`src/rtl/alu_mc_pkg.sv`:
```
// Shared opcodes, FSM states and iteration-engine op select for alu_mc.
package alu_mc_pkg;

    localparam logic [2:0] OP_ADD = 3'b000;
    localparam logic [2:0] OP_SUB = 3'b001;
    localparam logic [2:0] OP_MUL = 3'b010;
    localparam logic [2:0] OP_DIV = 3'b011;
    localparam logic [2:0] OP_MOD = 3'b100;

    typedef enum logic [1:0] {
        ST_IDLE = 2'b00,
        ST_BUSY = 2'b01,
        ST_DONE = 2'b10
    } state_e;

    typedef enum logic {
        IT_MUL = 1'b0,
        IT_DIV = 1'b1
    } iter_op_e;

endpackage

```
`src/rtl/alu_mc_iter.sv`:
```
// Shared WIDTH-step engine: shift-add multiply or restoring divide.
module alu_mc_iter
    import alu_mc_pkg::*;
#(
    parameter int WIDTH = 8,
    parameter int CNT_W = $clog2(WIDTH) + 1
) (
    input  logic             clk_i,
    input  logic             rst_ni,
    input  logic             start_i,
    input  iter_op_e         op_i,
    input  logic [WIDTH-1:0] a_i,
    input  logic [WIDTH-1:0] b_i,
    output logic             done_o,
    output logic [WIDTH-1:0] result_o,
    output logic [WIDTH-1:0] rem_o
);

    logic             busy_q, busy_d;
    logic [CNT_W-1:0] cnt_q, cnt_d;
    iter_op_e         op_q, op_d;
    logic [WIDTH-1:0] hi_q, hi_d, lo_q, lo_d, b_q, b_d;
    logic [WIDTH-1:0] hi_n, lo_n, dif;
    logic [WIDTH:0]   sum, shl;
    logic             ge, last;

    // hi:lo is product (mul) or remainder:quotient (div)
    always_comb begin
        sum = {1'b0, hi_q} + (lo_q[0] ? {1'b0, b_q} : '0);
        shl = {hi_q, lo_q[WIDTH-1]};
        ge  = shl >= {1'b0, b_q};
        dif = shl[WIDTH-1:0] - b_q;
        if (op_q == IT_MUL) begin
            hi_n = sum[WIDTH:1];
            lo_n = {sum[0], lo_q[WIDTH-1:1]};
        end else begin
            hi_n = ge ? dif : shl[WIDTH-1:0];
            lo_n = {lo_q[WIDTH-2:0], ge};
        end
    end

    assign last     = cnt_q == CNT_W'(WIDTH - 1);
    assign done_o   = busy_q && last;
    assign result_o = lo_n;
    assign rem_o    = hi_n;

    always_comb begin
        busy_d = busy_q;
        cnt_d  = cnt_q;
        op_d   = op_q;
        hi_d   = hi_q;
        lo_d   = lo_q;
        b_d    = b_q;
        if (start_i) begin
            busy_d = 1'b1;
            cnt_d  = '0;
            op_d   = op_i;
            hi_d   = '0;
            lo_d   = a_i;
            b_d    = b_i;
        end else if (busy_q) begin
            hi_d = hi_n;
            lo_d = lo_n;
            if (last) begin
                busy_d = 1'b0;
                cnt_d  = '0;
            end else begin
                cnt_d = cnt_q + CNT_W'(1);
            end
        end
    end

    always_ff @(posedge clk_i or negedge rst_ni) begin
        if (!rst_ni) begin
            busy_q <= 1'b0;
            cnt_q  <= '0;
            op_q   <= IT_MUL;
            hi_q   <= '0;
            lo_q   <= '0;
            b_q    <= '0;
        end else begin
            busy_q <= busy_d;
            cnt_q  <= cnt_d;
            op_q   <= op_d;
            hi_q   <= hi_d;
            lo_q   <= lo_d;
            b_q    <= b_d;
        end
    end

endmodule

```
`src/rtl/alu_mc.sv`:
```
// Multi-cycle ALU: add/sub single-cycle, mul/div/mod iterative.
// Define ALU_MC_FLAGS_EN to add the flags_o {zero, carry, overflow} output.
module alu_mc
    import alu_mc_pkg::*;
#(
    parameter int WIDTH = 8,
    parameter int CNT_W = $clog2(WIDTH) + 1
) (
    input  logic             clk_i,
    input  logic             rst_ni,
    input  logic             valid_i,
    output logic             ready_o,
    input  logic [2:0]       ctrl_i,
    input  logic [WIDTH-1:0] data0_i,
    input  logic [WIDTH-1:0] data1_i,
    output logic             valid_o,
    input  logic             ready_i,
    output logic [WIDTH-1:0] result_o,
`ifdef ALU_MC_FLAGS_EN
    output logic [2:0]       flags_o,
`endif
    output logic             err_o
);

    state_e           state_q, state_d;
    logic [2:0]       op_q, op_d;
    logic [WIDTH-1:0] result_q, result_d;
    logic             err_q, err_d;
    logic             it_start, it_done;
    iter_op_e         it_op;
    logic [WIDTH-1:0] it_res, it_rem;

    alu_mc_iter #(.WIDTH(WIDTH), .CNT_W(CNT_W)) u_iter (
        .clk_i    (clk_i),
        .rst_ni   (rst_ni),
        .start_i  (it_start),
        .op_i     (it_op),
        .a_i      (data0_i),
        .b_i      (data1_i),
        .done_o   (it_done),
        .result_o (it_res),
        .rem_o    (it_rem)
    );

    always_comb begin
        state_d  = state_q;
        op_d     = op_q;
        result_d = result_q;
        err_d    = err_q;
        it_start = 1'b0;
        it_op    = IT_MUL;
        unique case (state_q)
            ST_IDLE: if (valid_i) begin
                op_d    = ctrl_i;
                err_d   = 1'b0;
                state_d = ST_DONE;
                case (ctrl_i)
                    OP_ADD: result_d = data0_i + data1_i;
                    OP_SUB: result_d = data0_i - data1_i;
                    OP_MUL: begin
                        it_start = 1'b1;
                        state_d  = ST_BUSY;
                    end
                    OP_DIV, OP_MOD: begin
                        if (data1_i == '0) begin
                            result_d = (ctrl_i == OP_DIV) ? '1 : data0_i;
                            err_d    = 1'b1;
                        end else begin
                            it_start = 1'b1;
                            it_op    = IT_DIV;
                            state_d  = ST_BUSY;
                        end
                    end
                    default: begin
                        result_d = '0;
                        err_d    = 1'b1;
                    end
                endcase
            end
            ST_BUSY: if (it_done) begin
                result_d = (op_q == OP_MOD) ? it_rem : it_res;
                err_d    = 1'b0;
                state_d  = ST_DONE;
            end
            ST_DONE: if (ready_i) state_d = ST_IDLE;
            default: state_d = ST_IDLE;
        endcase
    end

    always_ff @(posedge clk_i or negedge rst_ni) begin
        if (!rst_ni) begin
            state_q  <= ST_IDLE;
            op_q     <= OP_ADD;
            result_q <= '0;
            err_q    <= 1'b0;
        end else begin
            state_q  <= state_d;
            op_q     <= op_d;
            result_q <= result_d;
            err_q    <= err_d;
        end
    end

    assign ready_o  = state_q == ST_IDLE;
    assign valid_o  = state_q == ST_DONE;
    assign result_o = result_q;
    assign err_o    = err_q;

`ifdef ALU_MC_FLAGS_EN
    logic [2:0] flags_q, flags_d;

    // Flags latch together with the result on entry to DONE
    always_comb begin
        flags_d = flags_q;
        if (state_d == ST_DONE && state_q != ST_DONE) begin
            flags_d[2] = result_d == '0;
            flags_d[1] = state_q == ST_IDLE &&
                ((ctrl_i == OP_ADD && (data0_i + data1_i) < data0_i) ||
                 (ctrl_i == OP_SUB && data0_i < data1_i));
            flags_d[0] = state_q == ST_BUSY && op_q == OP_MUL &&
                it_rem != '0;
        end
    end

    always_ff @(posedge clk_i or negedge rst_ni) begin
        if (!rst_ni) flags_q <= '0;
        else         flags_q <= flags_d;
    end

    assign flags_o = flags_q;
`endif

endmodule

```
`config.mk`:
```
export PLATFORM = sky130hd
export DESIGN_NAME = alu_mc
export DESIGN_NICKNAME = d
export VERILOG_FILES = /design/src/rtl/alu_mc_pkg.sv /design/src/rtl/alu_mc_iter.sv /design/src/rtl/alu_mc.sv
export SDC_FILE = /design/constraint.sdc
export NUM_CORES = 1
export LEC_CHECK = 0
export ABC_AREA = 1
export CAP_MARGIN = 20
export CELL_PAD_IN_SITES_DETAIL_PLACEMENT = 1
export CELL_PAD_IN_SITES_GLOBAL_PLACEMENT = 1
export CORE_MARGIN = 2
export CORE_UTILIZATION = 46
export CTS_CLUSTER_DIAMETER = 150
export CTS_CLUSTER_SIZE = 28
export DETAILED_ROUTE_END_ITERATION = 10
export PLACE_DENSITY_LB_ADDON = 0.1
export SYNTH_ARGS = -nofsm -noshare
export SYNTH_HDL_FRONTEND = slang
export SYNTH_SLANG_ARGS = --single-unit
```
`constraint.sdc`:
```
create_clock -name clk_i -period 5.7 [get_ports clk_i]
set_input_delay 1.71 -clock clk_i [delete_from_list [all_inputs] [get_ports clk_i]]
set_output_delay 1.71 -clock clk_i [all_outputs]
set_load 0.005 [all_outputs]
```
# After elaboration in Yosys (flattened, before gate mapping)
# Cells that the tools add are included.
# classes
add_sub_neg,5
order_cmp,1
eq_ne,13
n_mux,39
reduce_logical,12
# ops
operator,n
2-to-1 mux 8 bit,13
one-hot mux 8 bit (4 select lines),1
one-hot mux 8 bit (2 select lines),1
subtractor 8 bit,2
2-to-1 mux 1 bit,12
2-to-1 mux 4 bit,3
adder 8 x 9 -> 9 bit,1
greater-or-equal comparator 9 x 8 -> 1 bit,1
adder 8 bit,1
logical NOT 8 bit,1
2-to-1 mux 2 bit,4
"equality test 3 x 2 -> 1 bit, second input constant",2
"equality test 3 bit, second input constant",2
"inequality test 2 bit, second input constant",3
one-hot mux 1 bit (2 select lines),3
one-hot mux 2 bit (3 select lines),1
AND reduction 3 bit,2
AND reduction 5 bit,1
"adder 4 x 1 -> 4 bit, second input constant",1
"equality test 4 x 3 -> 1 bit, second input constant",1
one-hot mux 2 bit (2 select lines),1
nonzero test 2 bit,2
"equality test 3 x 1 -> 1 bit, second input constant",1
logical NOT 3 bit,1
other kinds (9),9
# word_totals
reg_bits,44
in_bits,23

# Depth between registers and ports, before layout
# depth
depth_word,6
mapped_depth,19
mapped_depth_nobuf,19

# Modules after synthesis
# A second synthesis with hierarchy kept.
# unflattened
cells_unflattened,575
area_unflattened_um2,3870.0
# by_module_without_submodules
mod,instances,cells_per_inst,area_per_inst_um2,seq_area_each_um2
alu_mc_iter,1,348,2429.8,750.7
alu_mc,1,227,1440.1,350.3

# Worst setup path before layout
# Ideal clock, no wire load.
# synth_path
path_kind,input-to-reg
startpoint,in ctrl_i[2]
endpoint,reg result_q[5] (netlist: result_o[5])
t_arrival_ns,3.496
required_time_ns,5.578
slack_ns,2.082
stages,13
path_buffers,1
cell_sequence,nor2_1 > clkbuf_1 > a21oi_1 > xor2_1 > ha_1 > a21oi_1 > or2_2 > nand3_1 > nand2_1 > nand3_1 > nand2_1 > a21oi_1 > a21boi_2
# synth_between
elab_chain_cells,6
elab_cells_between_ends,14
cone_classes,6 x eq/ne; 5 x mux; 3 x reduce/logical
# synth_rtl
item,line,rtl
"start, declared",alu_mc.sv:13,"input logic [2:0] ctrl_i,"
equality test 3 x 2 -> 1 bit,"alu_mc.sv:57, alu_mc.sv:66",
2-to-1 mux 8 bit,alu_mc.sv:66,result_d = (ctrl_i == OP_DIV) ? '1 : data0_i;
2-to-1 mux 8 bit,alu_mc.sv:65,if (data1_i == '0) begin
one-hot mux 8 bit (4 select lines),alu_mc.sv:57,case (ctrl_i)
2-to-1 mux 8 bit,alu_mc.sv:53,ST_IDLE: if (valid_i) begin
one-hot mux 8 bit (2 select lines),alu_mc.sv:52,unique case (state_q)
"end signal, assigned",alu_mc.sv:99,result_q <= result_d;
"end, declared",alu_mc.sv:27,"logic [WIDTH-1:0] result_q, result_d;"
# Several ways; a longest one is shown, not always the timed one. The select of a mux whose other input is x is not followed.
# A chain may end at the register's enable or synchronous reset.

# Final worst setup path
# Same ends and word-level chain as after synthesis.

==> flow_summary.toml <==
[outcome]
status = "completed"

[run]
drv_cap = 0

[floorplanning]
ios = 34
core_area_sq_um = 8090
die_h_um = 94.6
die_w_um = 94.6
dieArea_sq_um = 8950
fp-row-count = 33
start_util = 0.467

[synthesis]
synthesis.nets = 590
yosysWarnings = 0
synth_area_leaders = "dfrtp_1 29%, nand2_1 14%, ha_1 8.3%, inv_1 8.2%, nand3_1 5.8%"
synth_edf_count = 0
seq_area_frac_synth = 0.292
yosys.area.top_type = "dfrtp_1"
syn_avg_cell_area_sq_um = 7.01
synth_most_common_cell = "nand2_1"
yosysUniqueCellTypes = 44
syn-instance-count = 539
netlist.area_leader.share = 0.292
synthArstFlopShare = 1.00
ys_dominant_reg_cell = "dfrtp_1"
syn_area_sq_um = 3780
synth-seq-cells = 44
synth_commonest_cells = "142 x nand2_1, 82 x inv_1, 44 x dfrtp_1, 44 x nand3_1, 33 x a21oi_1"

[grt]
grt_pass1_vias = 3796
met1_usage = 0.342
grt_antenna_before_repair = 0
grt_pass1_wl_um = 19000
use_met2 = 0.493
grt_overflow_total = 0
globalRouteMet3Util = 0.0351
grt_start_max_net_pins = 45
grt_use_total = 0.276
grt.busiest_layer = "met2"

[sta]
finClkSkew_ns = 0.00784
period_needed_ns = 4.64
tns_ns = 0
maxSlewHeadroom = 0.432
rsz0062_at_grt = "no"
fin_hold_ws_ns = 0.499
finalSetupViolCount = 0
max_slew.worst_pin.slew_ns = 0.852
post-route-period-util = 0.814
finalHoldViolCount = 0
fmax_mhz = 216
report.final.slew_viol_count = 0

[power_and_ir_drop]
power_density_nw_per_um2 = 581
power.share.combinational = 0.652
irDropWorstVdd_mv = 0.219
switching_power_mw = 1.27
internal_power_mw = 1.24
power_frac_clock = 0.096
swShare = 0.507
p_leak_nw = 2.26
power.total_mw = 2.51
p_seq_frac = 0.251

[place]
hpwl_um = 9470
gp_congestion = 0.901
portBuffers = 33
dpl.cell_count = 669

[min_path]
hold_depth = 2
hold_class = "reg2reg"

[cts]
ctsHoldBuffers = 0
cts_buffer_depth = 2
cts_tree = "built"
cts_resized = 0
cts.clk_slew.worst_paths_ns = 0.09
h-tree-depth = 2
cts.sinks = 44
cts_root_buf = "clkbuf_8"
cts_made_buffers = 5
cts_setup_buffers = 0
insertion_delay_ns = 0.30

[detailed_routing]
drc = 0
wire_per_inst_um = 17.2
first_pass_iters = 4
vias_per_cell = 5.46
drt_wl_total_um = 11600
detail_route.iter0.violations = 153
drtAntennaViolNets = 0
via_count = 3704

[setup_path]
arrival_ns = 4.83
r2r_cells = 13
crit_path_end_kind = "flop"
crit_fanout = 11
worst_setup_path_start_kind = "input pin"
required_ns = 5.89
critPathKind = "in2reg"

[cells_and_area]
stdcell_count = 678
area_growth_pct = 14.4
fin_nets = 623
drive_gt1_frac = 0.0716
antenna_cells = 0
## layer usage
metal / vias to the layer above / wire [um]
li1: 1822 / -
met2: 63 / 5770
met3: 24 / 316
met1: 1795 / 5250
met5: - / 0
met4: 0 / 308
## final cells by class
| type | instances | area, sq um |
|---|---|---|
| Fill cell | 1077 | 3770 |
| Multi-Input combinational cell | 400 | 2300 |
| Sequential cell | 44 | 1100 |
| Timing Repair Buffer | 35 | 353 |
| Inverter | 86 | 325 |
| Tap cell | 105 | 131 |
| Clock buffer | 6 | 72.6 |
| Clock inverter | 2 | 35.0 |
## cell families after synthesis
group / share of synthesized area
buffers and inverters: 0.0991
muxes: 0.0159
adders and majority gates: 0.0987
AOI/OAI and AO/OA: 0.152
xor gates and xnor gates: 0.0302
and+or+nand+nor: 0.313
DFF: 0.292
## cells in the final DEF, fill, tap and decap left out, types with 2 or more instances in the layout
| cell | count |
|---|---|
| a2bb2oi_1 | 2 |
| o22ai_1 | 2 |
| nand3b_1 | 4 |
| o21ai_1 | 7 |
| or2_0 | 3 |
| nor2_1 | 24 |
| clkdlybuf4s50_1 | 32 |
| nor2_4 | 2 |
| o31ai_1 | 2 |
| nand4_1 | 10 |
| fa_1 | 3 |
| o221ai_1 | 2 |
| nand2_1 | 142 |
| a21oi_2 | 2 |
| nor3_1 | 5 |
| nand3_1 | 44 |
| nor2_2 | 3 |
| o211ai_1 | 6 |
| inv_2 | 3 |
| nor2_8 | 2 |
| mux2i_1 | 6 |
| nand2_4 | 2 |
| or2_2 | 7 |
| nand2_2 | 5 |
| a22o_1 | 3 |
| dfrtp_1 | 44 |
| xor2_1 | 9 |
| or2_1 | 2 |
| ha_1 | 25 |
| xnor2_1 | 4 |
| a21o_1 | 2 |
| inv_1 | 82 |
| a21boi_2 | 3 |
| o21ai_0 | 30 |
| clkbuf_8 | 5 |
| a21oi_1 | 33 |
## through the flow
step	setup WS, ns	cell area (sq um)	util
after floorplan	2.08	3780	-
final	1.06	4320	0.534
after CTS	1.08	4300	0.531
after global placement	0.873	4190	0.518
after detailed placement	0.764	4190	0.518
after global routing	0.730	4320	0.534
## power groups by stage
stage	logic, mW	clock network (mW)	registers (mW)
finish	1.64	0.242	0.631
global route	1.85	0.258	0.650
CTS	1.64	0.244	0.627
detailed placement	1.63	0	0.631
global placement	1.57	0	0.623
floorplan	1.19	0	0.562
## worst max-delay path: stages
cell and delay (ns):
clkdlybuf4s50_1 0.46, nor2_1 0.64, nand2_1 0.35, o21ai_0 0.20
xnor2_1 0.15, inv_1 0.06, ha_1 0.35, nand2_1 0.10
or2_2 0.31, nand3_1 0.08, nand2_1 0.05, nand3_1 0.07
nand2_1 0.05, a21oi_1 0.17, a21boi_2 0.07
## path summary, 6_finish.rpt
kind | from | to | slack, ns
setup reg to reg | u_iter.lo_q[0]$_DFFE_PN0P_ | result_o[3]$_DFFE_PN0P_ | 3.30
setup / recovery | ctrl_i[2] | result_o[5]$_DFFE_PN0P_ | 1.06
hold reg to reg | op_q[1]$_DFFE_PN0P_ | op_q[1]$_DFFE_PN0P_ | 0.50
hold / removal | op_q[1]$_DFFE_PN0P_ | op_q[1]$_DFFE_PN0P_ | 0.50
max in group asynchronous | rst_ni | result_o[0]$_DFFE_PN0P_ | 3.95
min in group asynchronous | rst_ni | u_iter.cnt_q[3]$_DFFE_PN0P_ | 1.27
## state kept, by name, indices dropped and copies added (netlist names)
register	cells
result_o	8
u_iter.b_q	8
u_iter.hi_q	8
u_iter.lo_q	8
u_iter.cnt_q	4
op_q	3
state_q	2
err_o	1
u_iter.busy_q	1
u_iter.op_q	1
Note: power is estimated with default switching activity, not from simulation.
